===== src/rtl/fetch_stage0_if.sv =====
// Bundle between the fetch stage, instruction memory and the stage-1/stage-2 control.
// The master modport is the fetch stage.
interface fetch_stage0_if #(
  parameter int PC_WIDTH  = 10,
  parameter int CNT_WIDTH = 32
);
  logic                 start;
  logic                 stage1_stalled;
  logic                 branch_taken;
  logic [PC_WIDTH-1:0]  branch_target;
  logic                 halt;
  logic [PC_WIDTH-1:0]  inst_mem_addr;
  logic                 inst_mem_rd_en;
  logic [63:0]          inst_mem_data;
  logic [15:0]          opcode;
  logic [7:0]           jt;
  logic [7:0]           jf;
  logic [31:0]          imm;
  logic [PC_WIDTH-1:0]  insn_pc;
  logic                 insn_valid;
  logic                 done;
  logic                 error;
  logic [CNT_WIDTH-1:0] insn_count;

  modport master (
    input  start, stage1_stalled, branch_taken, branch_target, halt, inst_mem_data,
    output inst_mem_addr, inst_mem_rd_en, opcode, jt, jf, imm, insn_pc,
           insn_valid, done, error, insn_count
  );

  modport slave (
    output start, stage1_stalled, branch_taken, branch_target, halt, inst_mem_data,
    input  inst_mem_addr, inst_mem_rd_en, opcode, jt, jf, imm, insn_pc,
           insn_valid, done, error, insn_count
  );
endinterface


===== src/rtl/fetch_stage0.sv =====
// Stage 0 of the BPF pipeline: owns the PC, drives the synchronous instruction
// memory and presents the fetched instruction to stage 1.
module fetch_stage0 #(
  parameter int PC_WIDTH  = 10,
  parameter int CNT_WIDTH = 32
) (
  input  logic          clk,
  input  logic          rst,
  fetch_stage0_if.master bus
);

  typedef enum logic [1:0] {IDLE, RUN, DONE} state_e;

  localparam logic [PC_WIDTH-1:0]  PC_LAST = '1;
  localparam logic [PC_WIDTH-1:0]  PC_ONE  = {{(PC_WIDTH-1){1'b0}}, 1'b1};
  localparam logic [CNT_WIDTH-1:0] CNT_MAX = '1;
  localparam logic [CNT_WIDTH-1:0] CNT_ONE = {{(CNT_WIDTH-1){1'b0}}, 1'b1};

  state_e               state_q, state_d;
  logic [PC_WIDTH-1:0]  pc_q, pc_d;
  logic [PC_WIDTH-1:0]  next_pc;
  logic                 error_q, error_d;
  logic                 done_q, done_d;
  logic [CNT_WIDTH-1:0] count_q, count_d;
  logic                 rd_en;
  logic                 valid;

  always_comb begin
    state_d = state_q;
    pc_d    = pc_q;
    error_d = error_q;
    count_d = count_q;
    next_pc = pc_q;
    rd_en   = 1'b0;
    valid   = 1'b0;
    case (state_q)
      IDLE, DONE: begin
        rd_en = bus.start;
        // IDLE always points memory at 0; DONE keeps the halted PC unless restarting
        if (state_q == IDLE || bus.start) begin
          next_pc = '0;
        end
        if (bus.start) begin
          state_d = RUN;
          pc_d    = '0;
          error_d = 1'b0;
          count_d = '0;
        end
      end
      RUN: begin
        rd_en = 1'b1;
        valid = !bus.branch_taken && !bus.halt;
        if (valid && !bus.stage1_stalled && count_q != CNT_MAX) begin
          count_d = count_q + CNT_ONE;
        end
        if (bus.halt) begin
          state_d = DONE;
        end else if (bus.branch_taken) begin
          next_pc = bus.branch_target;
        end else if (bus.stage1_stalled) begin
          next_pc = pc_q;
        end else if (pc_q == PC_LAST) begin
          // Falling off the end of the program is an error, never a wrap to 0
          state_d = DONE;
          error_d = 1'b1;
        end else begin
          next_pc = pc_q + PC_ONE;
        end
        pc_d = next_pc;
      end
      default: state_d = IDLE;
    endcase
    done_d = (state_d == DONE);
  end

  always_ff @(posedge clk or negedge rst) begin
    if (!rst) begin
      state_q <= IDLE;
      pc_q    <= '0;
      error_q <= 1'b0;
      done_q  <= 1'b0;
      count_q <= '0;
    end else begin
      state_q <= state_d;
      pc_q    <= pc_d;
      error_q <= error_d;
      done_q  <= done_d;
      count_q <= count_d;
    end
  end

  // Read enable is forced low while reset is asserted, even if start is high
  assign bus.inst_mem_rd_en = rd_en && rst;
  assign bus.inst_mem_addr  = next_pc;
  assign bus.opcode         = bus.inst_mem_data[63:48];
  assign bus.jt             = bus.inst_mem_data[47:40];
  assign bus.jf             = bus.inst_mem_data[39:32];
  assign bus.imm            = bus.inst_mem_data[31:0];
  assign bus.insn_pc        = pc_q;
  assign bus.insn_valid     = valid;
  assign bus.done           = done_q;
  assign bus.error          = error_q;
  assign bus.insn_count     = count_q;

endmodule


===== src/flat_wrapper.sv =====
// flat-port wrapper written by rule: the top's interface ports become plain ports
module fetch_stage0_flat 
#(
  parameter int PC_WIDTH  = 10,
  parameter int CNT_WIDTH = 32
)
  (clk, rst, bus_start, bus_stage1_stalled, bus_branch_taken, bus_branch_target, bus_halt, bus_inst_mem_data, bus_inst_mem_addr, bus_inst_mem_rd_en, bus_opcode, bus_jt, bus_jf, bus_imm, bus_insn_pc, bus_insn_valid, bus_done, bus_error, bus_insn_count);
  fetch_stage0_if #(.PC_WIDTH(PC_WIDTH), .CNT_WIDTH(CNT_WIDTH)) bus_i ();
  input  logic clk;
  input  logic rst;
  input wire logic [$bits(bus_i.start)-1:0] bus_start;
  input wire logic [$bits(bus_i.stage1_stalled)-1:0] bus_stage1_stalled;
  input wire logic [$bits(bus_i.branch_taken)-1:0] bus_branch_taken;
  input wire logic [$bits(bus_i.branch_target)-1:0] bus_branch_target;
  input wire logic [$bits(bus_i.halt)-1:0] bus_halt;
  input wire logic [$bits(bus_i.inst_mem_data)-1:0] bus_inst_mem_data;
  output wire logic [$bits(bus_i.inst_mem_addr)-1:0] bus_inst_mem_addr;
  output wire logic [$bits(bus_i.inst_mem_rd_en)-1:0] bus_inst_mem_rd_en;
  output wire logic [$bits(bus_i.opcode)-1:0] bus_opcode;
  output wire logic [$bits(bus_i.jt)-1:0] bus_jt;
  output wire logic [$bits(bus_i.jf)-1:0] bus_jf;
  output wire logic [$bits(bus_i.imm)-1:0] bus_imm;
  output wire logic [$bits(bus_i.insn_pc)-1:0] bus_insn_pc;
  output wire logic [$bits(bus_i.insn_valid)-1:0] bus_insn_valid;
  output wire logic [$bits(bus_i.done)-1:0] bus_done;
  output wire logic [$bits(bus_i.error)-1:0] bus_error;
  output wire logic [$bits(bus_i.insn_count)-1:0] bus_insn_count;
  assign bus_i.start = bus_start;
  assign bus_i.stage1_stalled = bus_stage1_stalled;
  assign bus_i.branch_taken = bus_branch_taken;
  assign bus_i.branch_target = bus_branch_target;
  assign bus_i.halt = bus_halt;
  assign bus_i.inst_mem_data = bus_inst_mem_data;
  assign bus_inst_mem_addr = bus_i.inst_mem_addr;
  assign bus_inst_mem_rd_en = bus_i.inst_mem_rd_en;
  assign bus_opcode = bus_i.opcode;
  assign bus_jt = bus_i.jt;
  assign bus_jf = bus_i.jf;
  assign bus_imm = bus_i.imm;
  assign bus_insn_pc = bus_i.insn_pc;
  assign bus_insn_valid = bus_i.insn_valid;
  assign bus_done = bus_i.done;
  assign bus_error = bus_i.error;
  assign bus_insn_count = bus_i.insn_count;
  fetch_stage0 #(.PC_WIDTH(PC_WIDTH), .CNT_WIDTH(CNT_WIDTH)) u_core (.clk(clk), .rst(rst), .bus(bus_i));
endmodule

===== config.mk =====
export PLATFORM = sky130hd
export DESIGN_NAME = fetch_stage0_flat
export DESIGN_NICKNAME = d
export VERILOG_FILES = /design/src/rtl/fetch_stage0_if.sv /design/src/rtl/fetch_stage0.sv /design/src/flat_wrapper.sv
export SDC_FILE = /design/constraint.sdc
export NUM_CORES = 1
export LEC_CHECK = 0
export ABC_AREA = 1
export BUFFER_PORTS_ARGS = -buffer_cell sky130_fd_sc_hd__buf_2
export CAP_MARGIN = 0
export CORE_MARGIN = 3
export CORE_UTILIZATION = 52
export CTS_BUF_LIST = sky130_fd_sc_hd__clkbuf_4 sky130_fd_sc_hd__clkbuf_8
export DETAILED_ROUTE_END_ITERATION = 6
export GPL_ROUTABILITY_DRIVEN = 0
export PLACE_DENSITY = 0.93
export SYNTH_ARGS = -nofsm -noshare
export SYNTH_HDL_FRONTEND = slang
export SYNTH_SLANG_ARGS = --single-unit

===== constraint.sdc =====
create_clock -name clk -period 3.2 [get_ports clk]
set_input_delay 0.48 -clock clk [delete_from_list [all_inputs] [get_ports clk]]
set_output_delay 0.48 -clock clk [all_outputs]
set_load 0.05 [all_outputs]

==> After elaboration in Yosys (flattened, before gate mapping) <==
Index checks and enable logic that the tools add are counted.
W data, S select, Z words.
{ "totals": {"register_bits": 46, "latch_bits": 0, "ram_bits": 0, "mem_bits_ro": 0, "out_inout_bits": 120, "wordCells": 57, "n_memories": 0} }
{ "op_classes": {"add_sub_neg": 2, "multipliers": 0, "div": 0, "n_lt_le_gt_ge": 0, "eq_ne": 11, "shifts": 0, "mux": 25, "bitwise": 0, "reduce_logical": 14} }
{ "op_table": {"columns": ["op", "n"], "rows": [
  ["$mux W32", 2],
  ["$pmux W32 S2", 1],
  ["$mux W10", 6],
  ["$pmux W10 S2", 2],
  ["$add A32 B1 Y32 const B", 1],
  ["$ne A32 B32 Y1 const B", 1],
  ["$add A10 B1 Y10 const B", 1],
  ["$eq A10 B10 Y1 const B", 1],
  ["$mux W2", 5],
  ["$ne A2 B2 Y1 const B", 4],
  ["$mux W1", 6],
  ["$reduce_and A6 Y1", 1],
  ["$eq A2 B2 Y1 const B", 2],
  ["$logic_and A1 B1 Y1", 4],
  ["$ne A2 B1 Y1 const B", 2],
  ["$pmux W1 S2", 2],
  ["$pmux W2 S2", 1],
  ["$logic_not A1 Y1", 3],
  ["$reduce_and A3 Y1", 1],
  ["$eq A2 B1 Y1 const B", 1],
  ["$logic_not A2 Y1", 1],
  ["$reduce_and A2 Y1", 1],
  ["$reduce_bool A2 Y1", 1],
  ["$reduce_or A2 Y1", 1],
  ["$logic_or A1 B1 Y1", 1]
]} }

==> Longest topological paths before layout <==
{ "logic_depth": {"word_depth": 7, "ltp_mapped": 11, "depth_no_buf": 11} }

==> Least setup slack after synthesis <==
No wires, ideal clock.
{ "synth_timing": {"path_type": "reg2out", "start": "reg u_core.pc_q[0], in the netlist u_core.bus.insn_pc[0]", "end": "out bus_inst_mem_addr[3]", "arrival_ns": 2.304, "t_required_ns": 2.720, "slack_ns": 0.416, "path_stages_with_launch": 10, "path_buffers": 1, "path_cell_list": "dfrtp_1 ha_1 nand2_1 nor2_1 nand3_1 buf_2 nand4_1 nand3_1 nand2_1 o21ai_0"} }
{ "synth_between": {"elab_chain_len": 6} }
{ "synth_lines": {"columns": ["item", "line_no", "text"], "rows": [
  ["start, declared", "fetch_stage0.sv:20", "logic [PC_WIDTH-1:0] pc_q, pc_d;"],
  ["start signal, assigned", "fetch_stage0.sv:85", "pc_q <= pc_d;"],
  ["$add A10 B1 Y10 or $eq A10 B10 Y1 (tied branches)", "fetch_stage0.sv:67, fetch_stage0.sv:62", null],
  ["$mux W10 *", "fetch_stage0.sv:62", "end else if (pc_q == PC_LAST) begin"],
  ["$mux W10 *", "fetch_stage0.sv:60", "end else if (bus.stage1_stalled) begin"],
  ["$mux W10 *", "fetch_stage0.sv:58", "end else if (bus.branch_taken) begin"],
  ["$mux W10 *", "fetch_stage0.sv:56", "if (bus.halt) begin"],
  ["$pmux W10 S2 *", "fetch_stage0.sv:36", "case (state_q)"],
  ["end, declared", "flat_wrapper.sv:17", "output wire logic [$bits(bus_i.inst_mem_addr)-1:0] bus_inst_mem_addr;"]
]} }
Mark *: on every way between the ends. The rest lies on a longest branch, timed or not.

==> Worst setup path in the final report <==
{ "layout_timing": {"start": "reg u_core.pc_q[0], in the netlist u_core.bus.insn_pc[0]", "end": "out bus_inst_mem_addr[0]"} }
{ "layout_between": {"elab_chain_len": 6} }
{ "layout_lines": {"columns": ["item", "line_no"], "rows": [
  ["$add A10 B1 Y10 or $eq A10 B10 Y1 (tied branches)", "fetch_stage0.sv:67, fetch_stage0.sv:62"],
  ["$mux W10", "fetch_stage0.sv:62"],
  ["$mux W10", "fetch_stage0.sv:60"],
  ["$mux W10", "fetch_stage0.sv:58"],
  ["$mux W10", "fetch_stage0.sv:56"],
  ["$pmux W10 S2 *", "fetch_stage0.sv:36"]
]} }
Marks and branches as above.

==> results.yml <==
synth:
  synth_top_family_by_area: "simple AND/OR/NAND/NOR gates"
  synthMuxAreaShare_pct: 0
  synth_xor_area_share_pct: 3.09
  synth_nets: 721
  yosysWarnings: 0
  synthFlopType: "dfrtp_1"
  synth_edf_count: 0
  async_flop_share_pct: 100
  synth_cell_types: 27
  synth_area_um2: 3970
  synth_simple_gate_area_share_pct: 43.8
  ys_seq_elements: 46
  yosysSeqAreaShare_pct: 29.0
  synth_compound_area_share_pct: 4.42
  syn_avg_cell_area_um2: 6.21
  synthAdderAreaFrac_pct: 0.631
  postSynthCellCount: 639
setup_path:
  cp.arrival_ns: 2.41
  crit_buf_inv: 1
  path_cells: "ha_1 > nand2_1 > nor2_1 > nand3_2 > nand2_1 > xor2_1 > nand2_1 > nand2_1 > nand2_1 > buf_2"
  worstSetupPathType: "reg2out"
  endpoint_kind: "output port"
  cp_slowest_cell: "dfrtp_1"
  critPathTopFamily: "simple AND/OR/NAND/NOR gates"
  cp_common_cell: "nand2_1"
  worstPathRequired_ns: 2.72
  startpoint_type: "register"
  cpPeakStageDelay_ns: 0.50
  crit_fanout: 15
sta:
  drv_slew: 0
  period_share_pct: 90.5
  relSlewSlack_pct: 61.1
  rsz0062_at_grt: "false"
  finalHoldViolations: 0
  fmax_ghz: 0.345
  final.setup.tns_ns: 0
  fin_crit_ns: 2.89
  worst_pin_slew_ns: 0.584
  finClkSkew_ns: 0.0110
  worst_slack_ns: 0.305
  setup_viol: 0
  whs_ns: 0.318
cells_and_area:
  instances_no_fill: 740
  final_common_cell: "nand2_1"
  drive_above_1_share_pct: 14.7
  n_antenna_cell: 0
  multi_input_area_um2: 2060
  final_cell_mix: "nand2_1 (231), nor2_1 (96), buf_2 (71), nand3_1 (62), dfrtp_1 (46)"
  area_growth_pct: 1.23
  fin_util_pct: 54.8
  seqCellArea_um2: 1150
  nNetsFinal: 722
  nFillCells: 684
route:
  route.met2.wl_mm: 4.96
  routed-via-count: 4084
  wl_per_cell_um: 14.3
  firstDrtPassIters: 5
  viasPerCell: 5.52
  drt-total-wl_mm: 10.6
  met3_length_um: 887
  wl_met1_mm: 4.32
  drc: 0
  drt_first_iter_violations: 457
  highest_layer: "met4"
  drtAntennaViolNets: 0
global_routing:
  grt_pass1_vias: 3799
  antenna_found_initial: 0
  grt_pass1_wl_mm: 17.2
  globalRouteTotalUtil_pct: 24.2
  grt_max_degree: 47
  overflow: 0
placement:
  portBuffers: 71
  hpwl_mm: 7.82
  dp_cells: 732
  place_worst_setup_slack_ns: 0.525
die:
  die_w_um: 93.3
  rows: 31
  die_y_um: 93.3
  io_pins: 200
  core_um2: 7330
  dieArea_um2: 8710
  start_util_pct: 54.1
pwr:
  power.leakage_uw: 0.00198
  vdd_drop_max_v: 0.000322
  power_density_nw_per_um2: 609
job:
  drv_cap: 0
clock_network:
  clkLatencyLatePin_ns: 0.30
  cts_htree_levels: 2
  numCtsBuffers: 5
  tritoncts: "done"
  clock-sinks: 46
  path_clk_slew_ns: 0.09
  clockBufferDepth: 2
  cts_root_buf: "clkbuf_8"
status:
  outcome: "complete, no violations"
min_path:
  hp-class: "in2async"
==> flip-flops by register name, indices dropped and copies added, names as in the netlist <==
signal                 count
u_core.bus.insn_count     32
u_core.bus.insn_pc        10
u_core.state_q             2
u_core.bus.done            1
u_core.bus.error           1
==> logic make-up after synthesis <==
logic type	count (synthesis)
simple gates	419
compound gates	30
buf+inv	128
xor+xnor	14
flops	46
fa+ha+maj	2
==> area by class of cell <==
cell class / instances / share of cell area, %
Multi-Input combinational cell: 465 / 51.4
Inverter: 47 / 4.40
Timing Repair Buffer: 75 / 9.60
Tap cell: 99 / 3.09
Clock inverter: 1 / 0.748
Clock buffer: 7 / 2.09
Sequential cell: 46 / 28.7
==> per-stage QoR <==
step	total power, uW	cell area (um^2)
after global routing	2570	4010
after floorplan	1920	3970
after CTS	2440	4010
after global placement	1950	3890
final	2450	4010
after detailed placement	2000	3890
==> worst reg2reg max path: stages (launching register included) <==
cell,delay [ns]
dfrtp_1,0.50
ha_1,0.30
inv_2,0.08
nor2_4,0.19
nand2_2,0.12
nor2_4,0.15
nand3_1,0.11
nand2_2,0.11
buf_4,0.32
nand3_1,0.12
nand2_1,0.09
==> cell usage after synthesis (4+ instances only) <==
cell type    n  share of area, %
xnor2_1      9               2.0
nor2_1      96               9.1
nor2_4       4               1.1
a21oi_1      8               1.0
nand4_1      4              0.63
o21ai_0     10               1.3
a211oi_1     7               1.3
nand2_1    231                22
buf_4       67                13
inv_1       43               4.1
nand3_1     63               8.0
xor2_1       5               1.1
dfrtp_1     46                29
nor3_1      14               1.8
clkbuf_1    10              0.95
==> power breakdown <==
part / switching [uW] / total, uW / leakage, uW / internal (uW)
sequential: 123 / 781 / 0.000628 / 658
combinational: 976 / 1220 / 0.00130 / 247
clock: 192 / 443 / 0.0000593 / 251
==> final timing paths <==
kind	start	to	slack [ns]	cells past startpoint
worst min-delay path	rst	u_core.bus.insn_count[22]	0.32	2
worst max register to register	u_core.bus.insn_count[0]	u_core.bus.insn_count[10]	1.04	10
min in group clk	u_core.bus.error	u_core.bus.error	0.49	1
max in group asynchronous	rst	u_core.bus.error	2.47	2
worst max-delay path	u_core.bus.insn_pc[0]	bus_inst_mem_addr[0]	0.31	10
worst min register to register	u_core.bus.error	u_core.bus.error	0.49	1
==> per-layer routing <==
metal  vias to the layer above  GRT usage (%)
met1                      1869           31.4
met2                       224           38.4
li1                       1940              -
met4                         0           14.4
met3                        51           3.06
met5                         -              0
==> timing repair <==
action	in CTS	in global routing
gates resized for setup	0	1
setup buffers	0	0
endpoints found under the setup margin	0	8
hold buffers	0	0
Power figures use the tool's default switching activity.
